[src/rtl/seq_divider32_pkg.sv]
// ============================================================================
// seq_divider32_pkg : shared divider/multiplier types, constants and helpers
// Rev 1.0 - initial release
// ============================================================================
`default_nettype none

package seq_divider32_pkg;

    localparam int DIV_WIDTH = 32;
    localparam int DIV_ITERS = 32;
    localparam int DIV_TAG_W = 4;
    localparam int DIV_CNT_W = 5;

    typedef enum logic [1:0] {
        IDLE = 2'd0,
        ITER = 2'd1,
        FIX  = 2'd2,
        DONE = 2'd3
    } div_state_t;

    // Stand-alone incrementer used for sign correction of results and operands.
    function automatic logic [DIV_WIDTH-1:0] twos_negate(input logic [DIV_WIDTH-1:0] x);
        return ~x + 1'b1;
    endfunction

endpackage

`default_nettype wire

[src/rtl/seq_divider32_addsub33.sv]
// ============================================================================
// div_addsub33 : 33-bit add/subtract on a Kogge-Stone parallel-prefix carry net
// Rev 1.0 - initial release
// ============================================================================
`default_nettype none

module div_addsub33 #(
    parameter int W = 33
) (
    input  logic [W-1:0] a,
    input  logic [W-1:0] b,
    input  logic         sub,
    output logic [W-1:0] sum
);

    localparam int LEVELS = $clog2(W);

    logic [W-1:0] w_b_eff;
    logic [W-1:0] w_p0;
    logic [W-1:0] w_g;
    logic [W-1:0] w_p;

    // Carry-in is folded into bit 0's generate, so w_g[i] ends as carry-out of bit i.
    always_comb begin
        w_b_eff = b ^ {W{sub}};
        w_p0    = a ^ w_b_eff;
        w_g     = (a & w_b_eff) | {{(W-1){1'b0}}, w_p0[0] & sub};
        w_p     = w_p0;
        for (int l = 0; l < LEVELS; l++) begin
            w_g = w_g | (w_p & (w_g << (1 << l)));
            w_p = w_p & ((w_p << (1 << l)) | ((W'(1) << (1 << l)) - W'(1)));
        end
        sum = w_p0 ^ {w_g[W-2:0], sub};
    end

endmodule

`default_nettype wire

[src/rtl/seq_divider32.sv]
// ============================================================================
// seq_divider32 : sequential radix-2 non-restoring 32-bit signed/unsigned divider
// Rev 1.0 - initial release
// ============================================================================
`default_nettype none

module seq_divider32 import seq_divider32_pkg::*; #(
    parameter int WIDTH = DIV_WIDTH,
    parameter int TAG_W = DIV_TAG_W
) (
    input  logic             clk,
    input  logic             reset,
    input  logic             flush,
    input  logic             in_valid,
    output logic             in_ready,
    input  logic [TAG_W-1:0] in_tag,
    input  logic [WIDTH-1:0] dividend,
    input  logic [WIDTH-1:0] divisor,
    input  logic             is_signed,
    output logic             out_valid,
    input  logic             out_ready,
    output logic [TAG_W-1:0] out_tag,
    output logic [WIDTH-1:0] quotient,
    output logic [WIDTH-1:0] remainder,
    output logic             div_by_zero
);

    div_state_t             r_state;
    div_state_t             w_state_next;
    logic [DIV_CNT_W-1:0]   r_count;
    logic [WIDTH:0]         r_rem;
    logic [WIDTH-1:0]       r_quo;
    logic [WIDTH-1:0]       r_dvs_mag;
    logic [WIDTH-1:0]       r_dvd_orig;
    logic                   r_q_neg;
    logic                   r_r_neg;
    logic [TAG_W-1:0]       r_tag;

    logic                   w_accept;
    logic                   w_dvd_neg;
    logic                   w_dvs_neg;
    logic [WIDTH-1:0]       w_dvd_mag;
    logic [WIDTH-1:0]       w_dvs_mag;
    logic [WIDTH:0]         w_add_a;
    logic [WIDTH:0]         w_add_sum;
    logic                   w_add_sub;
    logic [WIDTH:0]         w_rem_fixed;
    logic [WIDTH-1:0]       w_quo_res;
    logic [WIDTH-1:0]       w_rem_res;
    logic                   w_dbz;

    assign w_accept  = in_valid && (r_state == IDLE) && !flush;
    assign w_dvd_neg = is_signed & dividend[WIDTH-1];
    assign w_dvs_neg = is_signed & divisor[WIDTH-1];
    assign w_dvd_mag = w_dvd_neg ? twos_negate(dividend) : dividend;
    assign w_dvs_mag = w_dvs_neg ? twos_negate(divisor)  : divisor;

    // One adder serves both the iteration step and the FIX restore (add only).
    assign w_add_a   = (r_state == FIX) ? r_rem : {r_rem[WIDTH-1:0], r_quo[WIDTH-1]};
    assign w_add_sub = (r_state == ITER) & ~r_rem[WIDTH];

    div_addsub33 #(
        .W   (WIDTH + 1)
    ) u_addsub (
        .a   (w_add_a),
        .b   ({1'b0, r_dvs_mag}),
        .sub (w_add_sub),
        .sum (w_add_sum)
    );

    assign w_rem_fixed = r_rem[WIDTH] ? w_add_sum : r_rem;
    assign w_quo_res   = r_q_neg ? twos_negate(r_quo) : r_quo;
    assign w_rem_res   = r_r_neg ? twos_negate(w_rem_fixed[WIDTH-1:0]) : w_rem_fixed[WIDTH-1:0];
    assign w_dbz       = (r_dvs_mag == '0);

    always_ff @(posedge clk or posedge reset) begin
        if (reset) begin
            r_state <= IDLE;
        end else begin
            r_state <= w_state_next;
        end
    end

    always_comb begin
        w_state_next = r_state;
        in_ready     = 1'b0;
        out_valid    = 1'b0;
        case (r_state)
            IDLE: begin
                in_ready = 1'b1;
                if (in_valid) w_state_next = ITER;
            end
            ITER: begin
                if (r_count == '0) w_state_next = FIX;
            end
            FIX: begin
                w_state_next = DONE;
            end
            DONE: begin
                out_valid = 1'b1;
                if (out_ready) w_state_next = IDLE;
            end
            default: w_state_next = IDLE;
        endcase
        if (flush) w_state_next = IDLE;
    end

    always_ff @(posedge clk or posedge reset) begin
        if (reset) begin
            r_count     <= '0;
            r_rem       <= '0;
            r_quo       <= '0;
            r_dvs_mag   <= '0;
            r_dvd_orig  <= '0;
            r_q_neg     <= 1'b0;
            r_r_neg     <= 1'b0;
            r_tag       <= '0;
            out_tag     <= '0;
            quotient    <= '0;
            remainder   <= '0;
            div_by_zero <= 1'b0;
        end else if (w_accept) begin
            r_count    <= DIV_CNT_W'(DIV_ITERS - 1);
            r_rem      <= '0;
            r_quo      <= w_dvd_mag;
            r_dvs_mag  <= w_dvs_mag;
            r_dvd_orig <= dividend;
            r_q_neg    <= w_dvd_neg ^ w_dvs_neg;
            r_r_neg    <= w_dvd_neg;
            r_tag      <= in_tag;
        end else if (r_state == ITER) begin
            r_rem   <= w_add_sum;
            r_quo   <= {r_quo[WIDTH-2:0], ~w_add_sum[WIDTH]};
            r_count <= r_count - 1'b1;
        end else if (r_state == FIX && !flush) begin
            out_tag <= r_tag;
            if (w_dbz) begin
                quotient    <= '1;
                remainder   <= r_dvd_orig;
                div_by_zero <= 1'b1;
            end else begin
                quotient    <= w_quo_res;
                remainder   <= w_rem_res;
                div_by_zero <= 1'b0;
            end
        end
    end

endmodule

`default_nettype wire

[config.mk]
export PLATFORM = sky130hd
export DESIGN_NAME = seq_divider32
export DESIGN_NICKNAME = d
export VERILOG_FILES = /design/src/rtl/seq_divider32_pkg.sv /design/src/rtl/seq_divider32_addsub33.sv /design/src/rtl/seq_divider32.sv
export SDC_FILE = /design/constraint.sdc
export NUM_CORES = 1
export LEC_CHECK = 0
export CAP_MARGIN = 30
export CORE_UTILIZATION = 50
export DETAILED_ROUTE_END_ITERATION = 6
export PLACE_DENSITY_LB_ADDON = 0.05
export SETUP_SLACK_MARGIN = 0.1
export SLEW_MARGIN = 20
export SYNTH_ARGS = -nofsm -noshare
export SYNTH_HDL_FRONTEND = slang
export SYNTH_SLANG_ARGS = --single-unit
[constraint.sdc]
create_clock -name clk -period 11.25 [get_ports clk]
set_input_delay 3.375 -clock clk [delete_from_list [all_inputs] [get_ports clk]]
set_output_delay 3.375 -clock clk [all_outputs]
set_load 0.05 [all_outputs]
* Word-level counts from Yosys, hierarchy flattened
Index checks and enable logic that the tools add are counted.
Word-level totals: word-level logic and storage cells 91, register bits 211
Operators by class: $add $sub $neg 5, bitwise logic cells 35, equality and inequality tests 6, reduce and logical (&&, ||, !) cells 10, multiplexer cells 22
Operators with widths (count):
- $and A32 B32 Y32 | 11
- $mux W32 | 9
- $or A32 B32 Y32 | 6
- $add A32 B1 Y32 const B | 4
- $not A32 Y32 | 4
- $mux W33 | 3
- $xor A33 B33 Y33 | 2
- $xor A32 B33 Y33 | 1
- $and A32 B1 Y32 const B | 1
- $logic_not A32 Y1 | 1
- $or A32 B1 Y32 | 1
- $mux W5 | 2
- $mux W2 | 4
- $pmux W2 S4 | 1
- $ne A3 B3 Y1 const B | 2
- $reduce_and A3 Y1 | 2
- $logic_not A5 Y1 | 1
- $sub A5 B1 Y5 const B | 1
- $and A1 B1 Y1 | 4
- $eq A2 B2 Y1 const B | 2
- $not A1 Y1 | 4
- $logic_and A1 B1 Y1 | 3
- $mux W1 | 3
- $ne A3 B2 Y1 const B | 1
- other kinds (5) | 5

* Logic depth before layout (Yosys ltp)
Gate-level depths: netlist of run 1.
depth in word-level cells 23, mapped depth 22

* Hierarchy
Synthesis of run 1 repeated with hierarchy kept, for this count alone.
Unflattened totals: cells, all modules 1731, area, all modules 14468.9 um^2
Modules (own cells, without submodules):
- seq_divider32 | seq. area each 5280.1 um^2, cells each 1416, instances 1, area an instance 12346.8 um^2
- div_addsub33 | seq. area each 0.0 um^2, cells each 315, instances 1, area an instance 2122.0 um^2

* Worst setup path after synthesis of run 1
Ideal clock, no wire load.
path type input to register, from in divisor[0], to reg r_dvs_mag[29], path buffers 1, library setup time 0.135 ns, data arrival time 5.477 ns, stages on the path 9, setup slack 5.638 ns, cell sequence or3_1 -> nor4_1 -> and2_0 -> clkbuf_1 -> nand3_1 -> or4_1 -> o31ai_1 -> xor2_1 -> o21ai_0
On the way: cells in the longest elaborated chain, start to end 3
RTL lines:
- start, declared | RTL line seq_divider32.sv:18 | input logic [WIDTH-1:0] divisor,
- $not A32 Y32 | RTL line seq_divider32_pkg.sv:23 | return ~x + 1'b1;
- $add A32 B1 Y32 | RTL line seq_divider32_pkg.sv:23
- $mux W32 | RTL line seq_divider32.sv:56 | assign w_dvs_mag = w_dvs_neg ? twos_negate(divisor) : divisor;
- end signal, assigned | RTL line seq_divider32.sv:126 | r_dvs_mag <= w_dvs_mag;
- end, declared | RTL line seq_divider32.sv:33 | logic [WIDTH-1:0] r_dvs_mag;
No other way between the ends. A chain may end at the register's enable or synchronous reset.

* Worst setup path after layout of run 1
from in divisor[2], to reg r_dvs_mag[29]
Same word-level chain as after synthesis.

==> impl_metrics.csv, run 1 <==
group,metric,value,unit
placed_design,hpwlAfterDp,30.9,mm
global_routing,grt_pass1_vias,12600,
drt,vias,13300,
sta,min_period,6.00,ns
drt,antenna_left,0,
drt,wirelength,42.1,mm
finish,area_growth,17.9,%
worst_setup_path,crit_path_start_kind,"input port",
yosys,synthMuxAreaShare,0.0613,
global_routing,grt_first_pass_wirelength,67.8,mm
outcome,status,"finished clean",
yosys,seq_area_frac_synth,0.358,
worst_setup_path,crit_fanout,6,
yosys,synth_warnings,0,
finish,drive_gt1_frac,0.0619,
yosys,synthAdderAreaFrac,0.0369,
sta,drv_slew,0,
sta,fmaxAchievable,0.167,GHz
yosys,async_flop_share,1.00,
cts,clk_path_buf_depth,3,
worst_setup_path,arrival,6.38,ns
drt,drtIter0Drc,878,
finish,multi_input_area,0.00895,sq mm
drt,drc,0,
worst_setup_path,endpoint_kind,"flop",
finish,most-common-layout-cells,"339 x nand2_1, 211 x dfrtp_1, 159 x nor2_1",
cts,clk_pin_slew,0.06,ns
yosys,synth_enable_flop_cells,0,
placed_design,port_buffers,144,
job,drv_cap,0,
finish,regArea,0.00528,sq mm
sta,setup_viol_count_final,0,
yosys,syn_nets,1939,
cts,cts_tree,"done",
cts,cts_resized,0,
floorplanning,boundaryPins,145,
cts,htreeDepth,1,
finish,fill_cells,2683,
sta,rsz0062_at_grt,"false",
cts,hold_buffers,0,
sta,tns,0,ns
drt,avgViaCountPerCell,5.76,
global_routing,overflow,0,
yosys,synthDistinctLibCells,79,
global_routing,grt_max_degree,100,
yosys,synth_top_family_by_area,"simple AND/OR/NAND/NOR gates",
placed_design,globalplace.congestion,0.907,
floorplanning,die-area,0.0302,sq mm
cts,clk_latency,0.54,ns
cts,cts_sinks,211,
global_routing,antenna_found_initial,0,
cts,cts_buffers,27,
yosys,synth_seq_cells,211,
yosys,synth_area,0.0148,sq mm
floorplanning,die_h,174,um
cts,postCtsSetupBuffers,0,
finish,antenna_cells,0,
min_path,holdCritPathClass,"reg2reg",
drt,wl_per_cell,18.2,um
floorplanning,die_width,174,um
yosys,yosys.area_share.simple,0.218,
worst_setup_path,cp.required,11.63,ns
worst_setup_path,critPathKind,"in2reg",
sta,finalHoldViolations,0,
yosys,synth-main-ff-cell,"dfrtp_1",
sta,skew,0.0115,ns
floorplanning,fp.coreArea,0.0289,sq mm
floorplanning,num_rows,62,
sta,tightestPinTransition,0.937,ns
sta,max_slew_margin,0.375,
yosys,synth_compound_gate_area_share,0.190,
drt,dr.pass1.iters,5,
yosys,synth_xor_area_frac,0.0979,
yosys,postSynthCellCount,1822,
floorplanning,initial_core_util,0.512,
global_routing,grtUsageTotal,0.277,
cts,cts_root_buf,"clkbuf_16",
sta,min_period_over_period,0.534,
yosys,syn_area_per_cell,8.10,sq um
finish,nets,2020,
finish,final_common_cell,"nand2_1",
-- cells in the mapped netlist (6+ instances only) --
cell type	count	share of area
nand2_1	339	0.086
dfrtp_1	211	0.36
nor2_1	162	0.041
o21ai_0	152	0.052
a21oi_1	125	0.042
xnor2_1	85	0.050
clkbuf_1	81	0.021
xor2_1	80	0.047
mux2i_1	53	0.036
ha_1	42	0.036
inv_1	38	0.0097
nor3_1	35	0.012
mux2_2	32	0.024
a31oi_1	29	0.012
nor4_1	23	0.0097
o31ai_1	23	0.012
nand3_1	21	0.0071
or3_1	20	0.0085
nand2b_1	19	0.0080
buf_1	18	0.0046
nand4_1	17	0.0072
or4_1	15	0.0076
a211oi_1	14	0.0071
o211ai_1	14	0.0071
and3_1	13	0.0055
o21a_1	13	0.0066
nor2b_1	12	0.0051
a21o_1	9	0.0046
o31a_1	9	0.0053
o41ai_1	9	0.0053
and2_1	8	0.0034
buf_2	8	0.0027
or2_2	7	0.0030
a21boi_0	6	0.0031
-- registers in the layout, summed over array words and instances, names as in the netlist --
name / count
r_count: 5
quotient: 32
r_state: 2
r_dvs_mag: 32
r_rem: 33
remainder: 32
r_r_neg: 1
r_tag: 4
r_dvd_orig: 32
out_tag: 4
r_quo: 32
div_by_zero: 1
r_q_neg: 1
-- through the flow --
stage / hold slack (ns) / util / area, sq um / cells / setup WS (ns)
5_1_grt: 0.502 / 0.603 / 17400 / 2308 / 4.97
4_1_cts: 0.468 / 0.601 / 17300 / 2305 / 5.22
2_1_floorplan: 0.437 / - / 14800 / 1822 / 2.11
3_3_place_gp: 0.454 / 0.568 / 16400 / 2251 / 4.55
6_report: 0.469 / 0.603 / 17400 / 2308 / 5.25
3_5_place_dp: 0.457 / 0.570 / 16500 / 2255 / 4.64
-- worst paths after layout --
kind | startpoint | to | slack [ns] | cells past startpoint
max in group asynchronous | reset | r_dvs_mag[1] | 6.40 | 4
setup / recovery | divisor[2] | r_dvs_mag[29] | 5.25 | 9
hold reg to reg | r_tag[3] | out_tag[3] | 0.47 | 2
hold / removal | r_tag[3] | out_tag[3] | 0.47 | 2
min in group asynchronous | reset | out_tag[2] | 3.23 | 2
setup reg to reg | r_state[0] | remainder[26] | 5.43 | 16
-- worst max-delay path: stages --
cell	delay [ns]
clkdlybuf4s50_1	0.44
or3_1	0.42
nor4_1	0.60
and2_0	0.38
nand3_1	0.16
or4_1	0.50
o31ai_1	0.26
xor2_1	0.16
o21ai_0	0.08
-- final cells by class --
type / count / area share
Multi-Input combinational cell: 1464 / 0.514
Sequential cell: 211 / 0.303
Timing Repair Buffer: 161 / 0.0949
Clock buffer: 37 / 0.0433
Tap cell: 384 / 0.0276
Inverter: 38 / 0.00863
Clock inverter: 13 / 0.00784
-- kinds of logic (layout without fill, tap and decap cells) --
logic type | count (synthesis) | after routing
adders and majority gates | 43 | 43
and+or+nand+nor | 712 | 712
xor gates and xnor gates | 165 | 165
AOI/OAI and AO/OA | 458 | 458
DFF | 211 | 211
muxes | 86 | 86
buffers and inverters | 147 | 249
-- layer usage --
layer	GRT usage	part of all wire	wire, um	up-vias
li1	-	-	-	6585
met1	0.382	0.47	19700	6334
met2	0.464	0.47	19700	318
met3	0.0276	0.039	1630	57
met4	0.0698	0.025	1060	0
met5	0	0	0	-
Power of run 1 is not shown: default switching activity piles up to over one toggle a cycle in this logic, so the estimate is an artifact.
==> inputs of run 2 (changes only) <==
- clock period: 11.25 -> 6.03 ns (I/O delays scaled with it)
==> run 2 against run 1 <==
Design area up 0.40%. Largest cell class unchanged. Critical endpoint is now remainder[31]. Sequential cell count unchanged. Die area unchanged. Utilization up 0.24 points. Via count up 1.2%. Clock-buffer cell count unchanged. Register-to-register slack worse by 5.0 ns.
==> impl_metrics.csv, run 2 (synthesized netlist as in run 1, its figures left out) <==
group,metric,value,unit
worst_setup_path,endpoint_kind,"flop",
worst_setup_path,reg2reg_to,"remainder[31]",
job,drv_cap,0,
global_routing,overflow,0,
sta,fmaxAchievable,0.179,GHz
worst_setup_path,crit_path_start_kind,"flop",
sta,tns,0,ns
worst_setup_path,critPathKind,"reg2reg",
cts,clk_latency,0.55,ns
finish,largest_register_ffs,33,
cts,cts_sinks,211,
min_path,holdCritPathClass,"reg2reg",
floorplanning,num_rows,62,
drt,avgViaCountPerCell,5.81,
floorplanning,boundaryPins,145,
worst_setup_path,timing.rr.start,"r_state[0]",
sta,setup_viol_count_final,0,
finish,nets,2032,
placed_design,hpwlAfterDp,32.3,mm
global_routing,grt_pass1_vias,12900,
placed_design,pre_cts_ws,0.513,ns
worst_setup_path,r2r_slack,0.45,ns
drt,wirelength,43.2,mm
floorplanning,die-area,0.0302,sq mm
worst_setup_path,crit_fanout,16,
cts,clk_path_buf_depth,3,
global_routing,antenna_found_initial,0,
global_routing,grtUsageTotal,0.286,
floorplanning,fp.coreArea,0.0289,sq mm
worst_setup_path,arrival,6.01,ns
worst_setup_path,r2r_cells,16,
sta,worst_hold_slack,0.473,ns
finish,fill_cells,2690,
cts,cts_buffers,26,
min_path,hold_end,"out_tag[2]",
sta,max_slew_margin,0.360,
finish,final_common_cell,"nand2_1",
sta,rsz0062_at_grt,"false",
cts,clk_pin_slew,0.06,ns
sta,drv_slew,0,
drt,drc,0,
worst_setup_path,cp.required,6.46,ns
finish,drive_gt1_frac,0.0672,
drt,vias,13500,
finish,area_growth,18.3,%
sta,min_period_over_period,0.925,
sta,finalHoldViolations,0,
sta,tightestPinTransition,0.954,ns
cts,cts_root_buf,"clkbuf_16",
outcome,status,"finished clean",
finish,final_cells,2318,
drt,drtIter0Drc,889,
sta,layout_setup_ws,0.450,ns
floorplanning,die_width,174,um
cts,hold_buffers,0,
cts,cts_tree,"done",
min_path,hold_depth,2,
floorplanning,initial_core_util,0.512,
sta,skew,0.0239,ns
min_path,min_from,"r_tag[2]",
placed_design,dp.cells,2268,
cts,cts_resized,0,
cts,htreeDepth,1,
cts,postCtsSetupBuffers,0,
placed_design,port_buffers,144,
drt,dr.pass1.iters,6,
placed_design,globalplace.congestion,0.986,
drt,wl_per_cell,18.6,um
sta,min_period,5.58,ns
finish,most-common-layout-cells,"339 x nand2_1, 211 x dfrtp_1, 159 x nor2_1",
global_routing,grt_first_pass_wirelength,69.9,mm
floorplanning,die_h,174,um
drt,antenna_left,0,
global_routing,grt_max_degree,113,
finish,top_register,"r_rem",
finish,antenna_cells,0,
## run 2: changes by cell type in the layout (fill, tap and decap cells not counted), sizes merged
cell / before / now
clkbuf: 37 / 38
buf: 17 / 29
bufinv: 2 / 3
inv: 39 / 37
clkinv: 9 / 6
clkinvlp: 1 / 2
## run 2: how the worst max path moves through the flow
stage                    start       endpoint  slack [ns]  cells past startpoint
floorplan           r_state[0]  remainder[26]        0.82                     20
global placement    r_state[0]  remainder[29]        0.52                     16
detailed placement  r_state[0]  remainder[31]        0.51                     16
CTS                 r_state[0]  remainder[31]        0.52                     16
global route        r_state[0]  remainder[26]        0.15                     16
finish              r_state[0]  remainder[31]        0.45                     16
## run 2: metrics by stage
step / instance area, sq um / util
floorplan: 14800 / -
global placement: 16500 / 0.572
detailed placement: 16500 / 0.573
CTS: 17400 / 0.604
global route: 17500 / 0.605
finish: 17500 / 0.605
## run 2: final cells by class
cell class | count | area [sq um] | area share
clock buffer | 37 | 752 | 0.0430
clock inverter | 10 | 143 | 0.00816
inverter | 38 | 146 | 0.00838
multi-input combinational | 1464 | 8950 | 0.512
sequential | 211 | 5280 | 0.302
tap | 384 | 480 | 0.0275
timing repair buffer | 174 | 1720 | 0.0985
## run 2: per-layer routing
| layer | share of wire | GRT usage | vias up |
|---|---|---|---|
| met5 | 0 | 0 | - |
| met4 | 0.030 | 0.0906 | 0 |
| met3 | 0.043 | 0.0285 | 69 |
| met2 | 0.47 | 0.479 | 341 |
| met1 | 0.46 | 0.390 | 6462 |
| li1 | - | - | 6586 |
## run 2: critical path, stage by stage (launching register included)
cell and delay [ns]:
dfrtp_1 0.44, inv_1 0.14, ha_1 0.51, buf_4 0.33
mux2_2 0.37, ha_1 0.61, nand2_1 0.27, nor4_1 0.55
a221oi_1 0.20, and2_1 0.22, a21boi_0 0.31, o211ai_1 0.17
a211o_1 0.34, or3b_1 0.43, o41a_1 0.34, xor2_1 0.15
o21ai_1 0.07
Power of run 2 is left out for the same reason.
